File: src/rtl/alu_op_sequencer_if.sv
// ============================================================================
// Module : alu_op_sequencer_if
// Brief  : Request handshake bundle for the ALU operation sequencer.
// Rev    : 1.0  initial release
// ============================================================================
`default_nettype none

interface alu_op_sequencer_if #(
   parameter int AW = 3
);
   logic          valid;
   logic          ready;
   logic [2:0]    op;
   logic [AW-1:0] src_a;
   logic [AW-1:0] src_b;
   logic [AW-1:0] dst;

   modport master (
      output valid, op, src_a, src_b, dst,
      input  ready
   );

   modport slave (
      input  valid, op, src_a, src_b, dst,
      output ready
   );
endinterface

`default_nettype wire

File: src/rtl/alu_op_sequencer.sv
// ============================================================================
// Module : alu_op_sequencer
// Brief  : Issue stage for a registered ALU: reads operands from an internal
//          register file, drives the ALU, writes the result back.
//          Optional zero flag enabled by macro ALU_SEQ_ZFLAG_EN.
// Rev    : 1.0  initial release
// ============================================================================
`default_nettype none

module alu_op_sequencer #(
   parameter int NREGS = 8,
   parameter int DW    = 32
) (
   input  wire logic                     clk,
   input  wire logic                     rst,
   alu_op_sequencer_if.slave             req,
   output logic [DW-1:0]                 alu_a,
   output logic [DW-1:0]                 alu_b,
   output logic [2:0]                    alu_ctrl,
   input  wire logic [DW-1:0]            alu_result,
   output logic                          done,
   output logic [DW-1:0]                 res_data,
   output logic                          zflag,
   input  wire logic                     wr_en,
   input  wire logic [$clog2(NREGS)-1:0] wr_addr,
   input  wire logic [DW-1:0]            wr_data,
   input  wire logic [$clog2(NREGS)-1:0] rd_addr,
   output logic [DW-1:0]                 rd_data
);

   localparam int AW = $clog2(NREGS);

   typedef enum logic [1:0] {
      IDLE  = 2'd0,
      ISSUE = 2'd1,
      WB    = 2'd2
   } state_t;

   state_t        state;
   state_t        state_nxt;
   logic          accept;
   logic [AW-1:0] dst_q;
   logic [DW-1:0] rf [NREGS];

   // ------------------------------------------------------------------------
   // FSM
   // ------------------------------------------------------------------------
   always_ff @(posedge clk or posedge rst) begin
      if (rst) state <= IDLE;
      else     state <= state_nxt;
   end

   always_comb begin
      state_nxt = state;
      req.ready = 1'b0;
      done      = 1'b0;
      accept    = 1'b0;
      case (state)
         IDLE: begin
            req.ready = 1'b1;
            accept    = req.valid;
            if (req.valid) state_nxt = ISSUE;
         end
         ISSUE: state_nxt = WB;
         WB: begin
            done      = 1'b1;
            state_nxt = IDLE;
         end
         default: state_nxt = IDLE;
      endcase
   end

   // ------------------------------------------------------------------------
   // ALU operand/control registers: held outside of acceptance
   // ------------------------------------------------------------------------
   always_ff @(posedge clk or posedge rst) begin
      if (rst) begin
         alu_a    <= '0;
         alu_b    <= '0;
         alu_ctrl <= 3'b000;
         dst_q    <= '0;
      end else if (accept) begin
         alu_a    <= rf[req.src_a];
         alu_b    <= rf[req.src_b];
         alu_ctrl <= req.op;
         dst_q    <= req.dst;
      end
   end

   // ------------------------------------------------------------------------
   // Register file: write-back is placed last so it wins an index collision
   // ------------------------------------------------------------------------
   always_ff @(posedge clk or posedge rst) begin
      if (rst) begin
         for (int i = 0; i < NREGS; i++) rf[i] <= '0;
      end else begin
         if (wr_en)       rf[wr_addr] <= wr_data;
         if (state == WB) rf[dst_q]   <= alu_result;
      end
   end

   assign rd_data = rf[rd_addr];

   always_ff @(posedge clk or posedge rst) begin
      if (rst)              res_data <= '0;
      else if (state == WB) res_data <= alu_result;
   end

`ifdef ALU_SEQ_ZFLAG_EN
   logic zflag_q;

   always_ff @(posedge clk or posedge rst) begin
      if (rst)              zflag_q <= 1'b0;
      else if (state == WB) zflag_q <= (alu_result == '0);
   end

   assign zflag = zflag_q;
`else
   assign zflag = 1'b0;
`endif

endmodule

`default_nettype wire

File: src/flat_wrapper.sv
// flat-port wrapper written by rule: the top's interface ports become plain ports
module alu_op_sequencer_flat 
#(
   parameter int NREGS = 8,
   parameter int DW    = 32
)
  (clk, rst, alu_a, alu_b, alu_ctrl, alu_result, done, res_data, zflag, wr_en, wr_addr, wr_data, rd_addr, rd_data, req_valid, req_op, req_src_a, req_src_b, req_dst, req_ready);
  alu_op_sequencer_if #(.AW(3)) req_i ();
  input  wire logic clk;
  input  wire logic rst;
  output logic [DW-1:0] alu_a;
  output logic [DW-1:0] alu_b;
  output logic [2:0] alu_ctrl;
  input  wire logic [DW-1:0] alu_result;
  output logic done;
  output logic [DW-1:0] res_data;
  output logic zflag;
  input  wire logic wr_en;
  input  wire logic [$clog2(NREGS)-1:0] wr_addr;
  input  wire logic [DW-1:0] wr_data;
  input  wire logic [$clog2(NREGS)-1:0] rd_addr;
  output logic [DW-1:0] rd_data;
  input wire logic [$bits(req_i.valid)-1:0] req_valid;
  input wire logic [$bits(req_i.op)-1:0] req_op;
  input wire logic [$bits(req_i.src_a)-1:0] req_src_a;
  input wire logic [$bits(req_i.src_b)-1:0] req_src_b;
  input wire logic [$bits(req_i.dst)-1:0] req_dst;
  output wire logic [$bits(req_i.ready)-1:0] req_ready;
  assign req_i.valid = req_valid;
  assign req_i.op = req_op;
  assign req_i.src_a = req_src_a;
  assign req_i.src_b = req_src_b;
  assign req_i.dst = req_dst;
  assign req_ready = req_i.ready;
  alu_op_sequencer #(.NREGS(NREGS), .DW(DW)) u_core (.clk(clk), .rst(rst), .req(req_i), .alu_a(alu_a), .alu_b(alu_b), .alu_ctrl(alu_ctrl), .alu_result(alu_result), .done(done), .res_data(res_data), .zflag(zflag), .wr_en(wr_en), .wr_addr(wr_addr), .wr_data(wr_data), .rd_addr(rd_addr), .rd_data(rd_data));
endmodule
File: config.mk
export PLATFORM = sky130hd
export DESIGN_NAME = alu_op_sequencer_flat
export DESIGN_NICKNAME = d
export VERILOG_FILES = /design/src/rtl/alu_op_sequencer_if.sv /design/src/rtl/alu_op_sequencer.sv /design/src/flat_wrapper.sv
export SDC_FILE = /design/constraint.sdc
export NUM_CORES = 1
export LEC_CHECK = 0
export ABC_AREA = 1
export ABC_CLOCK_PERIOD_IN_PS = 20300
export BUFFER_PORTS_ARGS = -buffer_cell sky130_fd_sc_hd__buf_2
export CAP_MARGIN = 25
export CORE_MARGIN = 2
export CORE_UTILIZATION = 41
export DETAILED_ROUTE_END_ITERATION = 7
export GPL_ROUTABILITY_DRIVEN = 0
export PLACE_DENSITY = 0.66
export SETUP_SLACK_MARGIN = 0.2
export SYNTH_ARGS = -nofsm -noshare
export SYNTH_HDL_FRONTEND = slang
export SYNTH_SLANG_ARGS = --single-unit
File: constraint.sdc
create_clock -name clk -period 20.3 [get_ports clk]
set_input_delay 1.015 -clock clk [delete_from_list [all_inputs] [get_ports clk]]
set_output_delay 1.015 -clock clk [all_outputs]
set_load 0.02 [all_outputs]
Word-level counts from Yosys, hierarchy flattened --
Cells that the tools add are included. Widths: inputs -> output; s select.
Storage, ports and cells: bits in registers 360, input bits 86, word-level logic and storage cells 54
Operators by class: $lt $le $gt $ge 7, equality and inequality tests 3, multiplexer cells 22, bitwise logic cells 5, reduce and logical (&&, ||, !) cells 3
Operators with widths (number):
- $bwmux 256 | 2
- $mux 256 | 2
- $bmux 32 s3 | 3
- $mux 32 | 8
- $demux 32 s3 | 2
- $ge 4x4->1 const B | 5
- $not 3->4 | 5
- $lt 4x1->1 const B | 2
- $pmux 2 s2 | 1
- $mux 1 | 3
- $eq 2x1->1 const B | 1
- $eq 2x2->1 const B | 1
- $logic_and 1x1->1 | 2
- $logic_not 2->1 | 1
- $mux 2 | 1
- $ne 2x2->1 const B | 1

Depth between registers and ports, before layout --
Gate-level depths: netlist (run 1).
depth in word-level cells 9, gate-level depth with buffers 8

Worst setup path before layout (run 1) --
OpenSTA, ideal clock, no wires.
path kind input to output, start point input rd_addr[0], end point output rd_data[17], arrival time 1857 ps, required time 19285 ps, setup slack 17428 ps, stages on the path 7, cell sequence buf_2 buf_1 a21oi_1 o21ai_0 nand2_1 nand2_1 nand2_1
On the way: cells in the longest elaborated chain, start to end 4
RTL lines:
- from (decl) | RTL line flat_wrapper.sv:21 | input wire logic [$clog2(NREGS)-1:0] rd_addr;
- $not 3->4 (implied by the code) | RTL line alu_op_sequencer.sv:102 | assign rd_data = rf[rd_addr];
- $bmux 32 s3 | RTL line alu_op_sequencer.sv:102
- $mux 32 (implied by the code) (2 in series) | RTL line alu_op_sequencer.sv:102
- to (decl) | RTL line flat_wrapper.sv:22 | output logic [DW-1:0] rd_data;
No other way between the ends. The select of a mux whose other input is x is not followed.

Worst setup path after layout (run 1) --
start point input rd_addr[1], end point output rd_data[15]
Same word-level chain as after synthesis.

==> results.txt, run 1 <==
In the final layout, the share of cells above drive strength 1 is 10.4%. At the pin with the least slew margin, the transition time is around 1.1 ns. The number of buffers between clock root and the deepest sink came out at 3. The worst setup path is launched from a primary input. The cell area that synthesis handed to floorplanning was 22,800 µm². The power per unit of standard cell area came out at 126 nW/µm². Synthesis handed over a netlist of 3,445 instances. The number of buffers created by CTS came out at 42. The maximum ir drop on the vdd rail came out at ~68 µV. The startpoint identified for the worst register-to-register timing path is u_core.state[1]. In this run the worst setup path begins at rd_addr[1]. The tree is rooted in a clkbuf_16. The number of placed cells counting well taps is 4,156. The largest fanout of any net on the critical path came out at 65.

For this design the total switching power over the nets is 1.28 mW. The number of vias per cell came out at 5.66. The standard-cell row count is 86. The floorplan step defined a die boundary enclosing 57,500 µm². The leakage power summed over all cells is ~13 nW. The number of clock sinks seen by CTS came out at 360.

The worst min-delay path category is flip-flop to flip-flop. The number of synthesis warnings came out at 0. The first-pass detailed-route iteration total came out at 6. From left edge to right edge, the die measures about 240 µm. The number of inserted filler cells in the final layout came out at 5,744. For this run, design rule violations remaining after detail routing come to 0. The number of setup buffers added after CTS is 0. The net count after synthesis came out at 3,531.

STA classifies the critical path endpoint as an output port. The data arrival time of the critical path is 3.65 ns. After legalization and detailed placement, the total HPWL measured about 48,000 µm.

Registers are responsible for 34.9% of the overall power. The via count of the routed design is 24,000. For the worst setup path, the data required time is 19.29 ns. The flow ran to the end, and the final reports show no timing, DRC or antenna violations. The total negative setup slack is 0 ns. The number of global-route vias before repair is 22,300.

In the layout the commonest cells are nand2_1, nand3_1, dfrtp_1, o21ai_0, inv_1. The internal power summed over all cells is roughly 1.9 mW. The setup clock skew after layout is 0.0213 ns.

Summing all non-filler instances in the final layout gives an area of around 25,000 µm². The final number of setup-violating endpoints came out at 0. The max-slew headroom at the worst pin is 23.5%. The register cell area after layout came out at 9010 µm². The core footprint is 55,100 µm². Setup repair after global routing left no endpoint under its margin. The portion of total power attributed to combinational logic came out at 38.9%.

The overall routing resource usage is 29.8%. In this run the remaining antenna-violating nets after routing total 0. The sequential area share after synthesis is 39.5%.

The worst-skew pair later-pin latency came out at 0.59 ns. The number of nets in the layout is 3,539. Port buffering added between 200 and 250 buffers. By startpoint and endpoint, the worst setup path is classified as primary input to output port. CTS built an H-tree with a depth of 2. For this run, the leading register cell type out of synthesis is dfrtp_1. The post-synthesis sequential element count came out at 360.

The total routed wirelength came out at between 80,000 and 90,000 µm. The area of the multi-input gates came out at 11,300 µm². The post-CTS resize count is 0. The wire length of the first global-routing pass is 133,000 µm. The number of buffers inserted by hold repair at cts came out at 0. The proportion of register bits with asynchronous set or reset after synthesis came out at 100%. The count of max-cap constraint violations came out at 0.

The top-level I/O count came out at 220. The average instance area after synthesis is around 6.6 µm². The count of endpoints failing hold in the final timing report is 0. The number of enable-type register cells in the synthesized netlist came out at 0.

The final worst-path cycle share came out at 23.0%. The average wire length per cell after detail routing is 20.3 µm. The detailed router finished its first iteration with 2,792 violations. The residual overflow from global routing came out at 0.

The initial utilization of the core area, before any placement, comes to between 40% and 50%. Relative to the synthesized area, the layout overhead comes to 11.6%. The initial antenna violation count is 5.

The number of max-slew violations in the final report came out at 0. The clock network is responsible for a little over a quarter of the overall power. The CTS tree is built. The largest net degree at the start of global routing is 160.

The switching power as a share of total power came out at approximately two fifths. Once placement finished, the instance area stood at 23,900 µm². The count of different cell masters after synthesis is 19. The achievable clock frequency came out at 0.214 GHz. For this run, the share of the core covered by cells in the final layout is 46.2%.

The vertical die dimension came out at 240 µm. The startpoint of the worst hold path is u_core.alu_b[14]. Once layout is complete, the cells apart from fillers number 4,236.

The post-CTS clock slew at the launch and capture registers of the worst setup and hold paths came out at 0.05 ns. The worst hold slack across all endpoints came out at between 0.4 and 0.5 ns. The library cell used most frequently in the layout, excluding fill and tap cells, is nand2_1.

The post-route minimum period is between 4 and 5 ns.
-- power by group through the flow --
stage,logic (mW),registers (mW),clock network [mW]
final,1.25,1.12,0.839
after global routing,1.42,1.15,0.882
after CTS,1.24,1.11,0.853
after detailed placement,1.23,1.12,0
after global placement,1.22,1.12,0
after floorplan,0.838,1.19,0
-- metal layers --
| metal | wire length (µm) | vias up | share of wire [%] | GRT usage, % |
|---|---|---|---|---|
| li1 | - | 11300 | - | - |
| met1 | 36500 | 11100 | 42 | 41.3 |
| met2 | 37500 | 1366 | 44 | 45.9 |
| met3 | 8920 | 212 | 10 | 5.68 |
| met4 | 3050 | 2 | 3.6 | 11.8 |
| met5 | 11 | - | 0.013 | 0 |
-- area by class of cell --
cell class | instances | share of cell area (%)
multi-input cells | 2480 | 44.6
flip-flops and latches | 360 | 35.4
repair buffers | 259 | 5.73
clock buffers | 60 | 4.95
inverters | 310 | 4.65
well taps | 748 | 3.68
clock inverters | 17 | 0.988
diodes | 2 | 0.0197
-- Yosys cell counts, types with 10 or more instances --
library cell  number  area [µm²]
nand2_1         1142        4290
nand3_1          448        2240
dfrtp_1          360        9010
inv_1            306        1150
o21ai_0          305        1530
a21oi_1          192         961
o211ai_1         160        1200
buf_2            145         726
nor2_1           136         510
clkbuf_1         119         447
o22ai_1           64         400
buf_1             27         101
o21ai_1           18        90.1
nand2_2           10        62.6
-- metrics by stage --
stage	worst slack [ns]	total power [mW]
final	15.63	3.20
after global routing	15.55	3.45
after CTS	15.76	3.20
after detailed placement	15.76	2.35
after global placement	15.79	2.34
after floorplan	9.29	2.03
-- logic make-up after synthesis --
logic type	synth area share [%]
compound gates	18.3
buf+inv	10.8
flops	39.5
other cells	0.0164
simple gates	31.3
-- flip-flops by register name, indices dropped and copies added, names as in the netlist --
| signal | flops |
|---|---|
| u_core.rf | 256 |
| u_core.alu_a | 32 |
| u_core.alu_b | 32 |
| u_core.res_data | 32 |
| u_core.alu_ctrl | 3 |
| u_core.dst_q | 3 |
| u_core.state | 2 |
-- worst max-delay path, stage by stage --
cell	delay, ns
buf_2	0.07
buf_4	0.78
inv_2	0.44
buf_4	0.48
a21oi_1	0.20
o21ai_0	0.10
nand2_1	0.09
nand2_1	0.05
nand2_1	0.18
buf_2	0.20
-- path summary, 6_finish.rpt --
check                                endpoint  slack [ns]  cells past startpoint
min reg2reg                  u_core.alu_b[14]        0.47                      2
max in group asynchronous      u_core.rf[239]       18.24                      3
max reg2reg                    u_core.rf[169]       17.53                      7
min in group asynchronous  u_core.res_data[1]        0.60                      2
min                          u_core.alu_b[14]        0.47                      2
max                               rd_data[15]       15.63                     10
Power figures use the tool's default switching activity.
==> run 2: changes to the inputs <==
--- a/config.mk
+++ b/config.mk
@@ -5,15 +5,15 @@
 export SDC_FILE = /design/constraint.sdc
 export NUM_CORES = 1
 export LEC_CHECK = 0
-export ABC_AREA = 1
-export ABC_CLOCK_PERIOD_IN_PS = 20300
+export ABC_AREA = 0
+export ABC_CLOCK_PERIOD_IN_PS = 3800
 export BUFFER_PORTS_ARGS = -buffer_cell sky130_fd_sc_hd__buf_2
 export CAP_MARGIN = 25
 export CORE_MARGIN = 2
 export CORE_UTILIZATION = 41
 export DETAILED_ROUTE_END_ITERATION = 7
 export GPL_ROUTABILITY_DRIVEN = 0
-export PLACE_DENSITY = 0.66
+export PLACE_DENSITY = 0.68
 export SETUP_SLACK_MARGIN = 0.2
 export SYNTH_ARGS = -nofsm -noshare
 export SYNTH_HDL_FRONTEND = slang
==> constraint.sdc (replaced) <==
create_clock -name clk -period 3.8 [get_ports clk]
set_input_delay 0.19 -clock clk [delete_from_list [all_inputs] [get_ports clk]]
set_output_delay 0.19 -clock clk [all_outputs]
set_load 0.02 [all_outputs]
==> results.txt, run 2 <==
The number of vias per cell is 5.99. After filler insertion, the fill cell instance count of the layout stands at 4,870. The count of different cell masters after synthesis is 31.

The achievable clock frequency came out at approximately 0.37 GHz. The first detailed-routing pass ran for 5 iterations. Yosys attributes the largest share of cell area to dfrtp_1, mux2_2, mux2_4. The largest fanout of any net on the critical path came out at 24. The startpoint type of the worst setup path is a flip-flop. The overall routing resource usage came out at roughly a quarter. For this run, design rule violations remaining after detail routing come to 0. The HPWL after detailed placement came out at roughly 45,000 µm.

The number of buffers between clock root and the deepest sink is 3. Among all flip-flop cells after synthesis, the most frequent one is dfrtp_1. The number of clock sinks seen by CTS is 360.

The initial detailed-routing violation count is roughly 1,500. In the layout the commonest cells are mux2_2, dfrtp_1, buf_2, nand2_1, mux2i_1. The average wire length per cell after detail routing came out at 26.8 µm.

The required time of the worst setup path is around 4.3 ns. The area of the die is 57,800 µm². The final number of setup-violating endpoints came out at 0. The post-synthesis instance total came out at 1,768. Counting I/O delays and the setup requirement, the final critical path takes 2.67 ns. The count of endpoints failing hold in the final timing report is 0.

Input and output buffers added on the ports amount to 218. The path class of the tightest hold or removal check is primary input to flip-flop. The root buffer cell is clkbuf_16. The via count of the routed design came out at between 15,000 and 20,000. The signed area change from the synthesized netlist to the final layout came out at 16.2%.

The later pin in the worst-skew pair is clocked with a latency of approximately 0.60 ns. The sequential area share after synthesis is 39.3%. In the final layout, the share of cells above drive strength 1 is 54.7%. More flip-flops sit in one register than any other, and that register is u_core.rf. Clock skew on the completed layout was measured at 0.0254 ns. The number of nets in the layout came out at 2,047. The kind of capture point of the worst setup path is a flip-flop. Counting instances in the post-synthesis netlist gives the leading cell types as mux2_2, dfrtp_1, nand2_1. TritonCTS built the clock tree. The cell area reported after detailed placement is 24,700 µm². Setup repair after global routing left no endpoint under its margin. The initial antenna violation count came out at 1. The number of global-route vias before repair is 17,100.

The most common cell in the synthesized netlist is mux2_2. For the pin with the worst max-slew slack, the measured transition is 1.06 ns. The top-area cell type share of the netlist area is between 30% and 40%. For this configuration, the core starts out at a cell density of between 40% and 50%. The combined area of all synthesized cells is 22,900 µm².

The Yosys step of the flow raised 0 warnings. In this run, post-CTS repair resized a total of 0 instances. The average instance area after synthesis came out at 13.0 µm². The number of placed cells counting well taps is 2,623. The remaining number of nets flagged by the antenna check after routing came out at 0. Entering global routing, the biggest net connects 98 pins.

The post-CTS clock slew at the launch and capture registers of the worst setup and hold paths came out at ~0.06 ns. The residual overflow from global routing is 0. The final worst-path cycle share came out at 70.4%. The standard-cell row count is 86. The library cell with the largest summed area after synthesis is dfrtp_1. The register with the most flip-flops in the layout has 256 of them. Traced cell by cell, the critical path runs through nand2b_2 > clkinv_2 > nand3_2 > buf_4 > mux2_2. The core footprint came out at 55,200 µm². The count of inserted antenna diode cells came out at 0.

The kind of cell with the highest combined delay on the critical path is simple AND/OR/NAND/NOR gates. The number of max-slew violations in the final report is 0. The max-slew headroom at the worst pin came out at around 30%. The maximum ir drop on the vdd rail came out at 360 µV.

The cell with the largest stage delay on the worst path is nand3_2. The worst path buffer plus inverter count is 2. The leakage power summed over all cells is 11.8 nW. The critical path class is flip-flop to flip-flop. The die is about 240 µm tall.

The power per unit of standard cell area came out at 712 nW/µm². The total routed wirelength is 73,600 µm. The number of buffers created by CTS is 44. The non-filler instance count after layout is 2,741.

The total chip power is 19.0 mW. The top-level I/O count is 220. The overall die width came out at 240 µm. Across the run, the number of max-cap violations was 0. The net count after synthesis came out at 1,854. The proportion of register bits with asynchronous set or reset after synthesis came out at 100%. The post-synthesis sequential element count came out at 360. The first global-routing pass estimated between 100,000 and 150,000 µm of wire. The finished cells cover 26,700 µm². The largest single stage delay on the critical path is between 0.8 and 0.9 ns. The worst hold slack across all endpoints is 0.0694 ns.

At the worst endpoint, the arrival time is 3.16 ns. The number of enable-type register cells in the synthesized netlist came out at 0. The run finished with clean final reports.

The count of H-tree levels built during CTS is 2. The most frequent standard cell in the layout excluding fill and tap cells is mux2_2.
==> run 2: cell count changes after synthesis, moves of 160 or more <==
cell | before | now
nand2_1 | 1142 | 165
mux2_2 | 0 | 550
nand3_1 | 448 | 4
o21ai_0 | 305 | 0
inv_1 | 306 | 2
a21oi_1 | 192 | 0
o211ai_1 | 160 | 0
==> run 2: path summary, 6_finish.rpt <==
path	startpoint	to	slack [ns]	cells after the start
max in group asynchronous	rst	u_core.rf[143]	2.41	4
hold / removal	wr_data[0]	u_core.rf[128]	0.07	3
hold reg to reg	u_core.res_data[15]	u_core.res_data[15]	0.47	2
setup reg to reg	u_core.state[0]	u_core.rf[73]	1.13	5
min in group asynchronous	rst	u_core.rf[213]	0.35	3
setup / recovery	u_core.state[0]	u_core.rf[73]	1.13	5
==> run 2: per-layer routing <==
| layer | part of all wire (%) | vias up | global-route usage, % |
|---|---|---|---|
| met5 | 0.014 | - | 0 |
| met4 | 3.6 | 2 | 9.86 |
| met2 | 46 | 670 | 40.2 |
| met1 | 44 | 8527 | 34.7 |
| met3 | 6.4 | 155 | 4.79 |
| li1 | - | 7078 | - |
==> run 2: power by group <==
part	total [mW]	internal (mW)	leakage (nW)	switching [mW]
clock	4.56	2.77	0.766	1.79
sequential	7.02	5.45	4.25	1.57
combinational	7.41	4.24	6.78	3.17
total	19.0	12.5	11.8	6.53
==> run 2: kinds of logic after synthesis <==
group                  share of synthesized area, %
AOI/OAI and AO/OA                              6.29
buffers and inverters                          3.45
DFF                                            39.3
muxes                                          47.1
other                                        0.0164
and+or+nand+nor                                3.81
==> run 2: area by class of cell <==
class / instances / area (µm²) / share of cell area, %
clock buffers: 65 / 1330 / 4.99
clock inverters: 13 / 223 / 0.836
inverters: 3 / 16.3 / 0.0610
multi-input cells: 1255 / 13200 / 49.6
flip-flops and latches: 360 / 9010 / 33.8
well taps: 748 / 936 / 3.51
repair buffers: 297 / 1910 / 7.15
==> run 2: metrics by stage <==
step	worst slack, ns	setup TNS (ns)	util, %
finish	1.13	0	48.3
global route	1.02	0	48.3
CTS	0.946	0	48.3
detailed placement	0.946	0	44.7
global placement	1.05	0	44.7
floorplan	-1.22	-437.86	-
==> run 2: worst reg2reg max path, delay by kind of cell, from the launching register on <==
family	cells	cell delay, ns
simple gates	2	1.03
buf+inv	2	0.83
mux	1	0.30
flops	1	0.42
==> run 2: what timing repair did <==
item	4_1_cts	5_1_grt
setup buffers	0	0
hold buffers	39	0
endpoints found under the hold margin	184	0
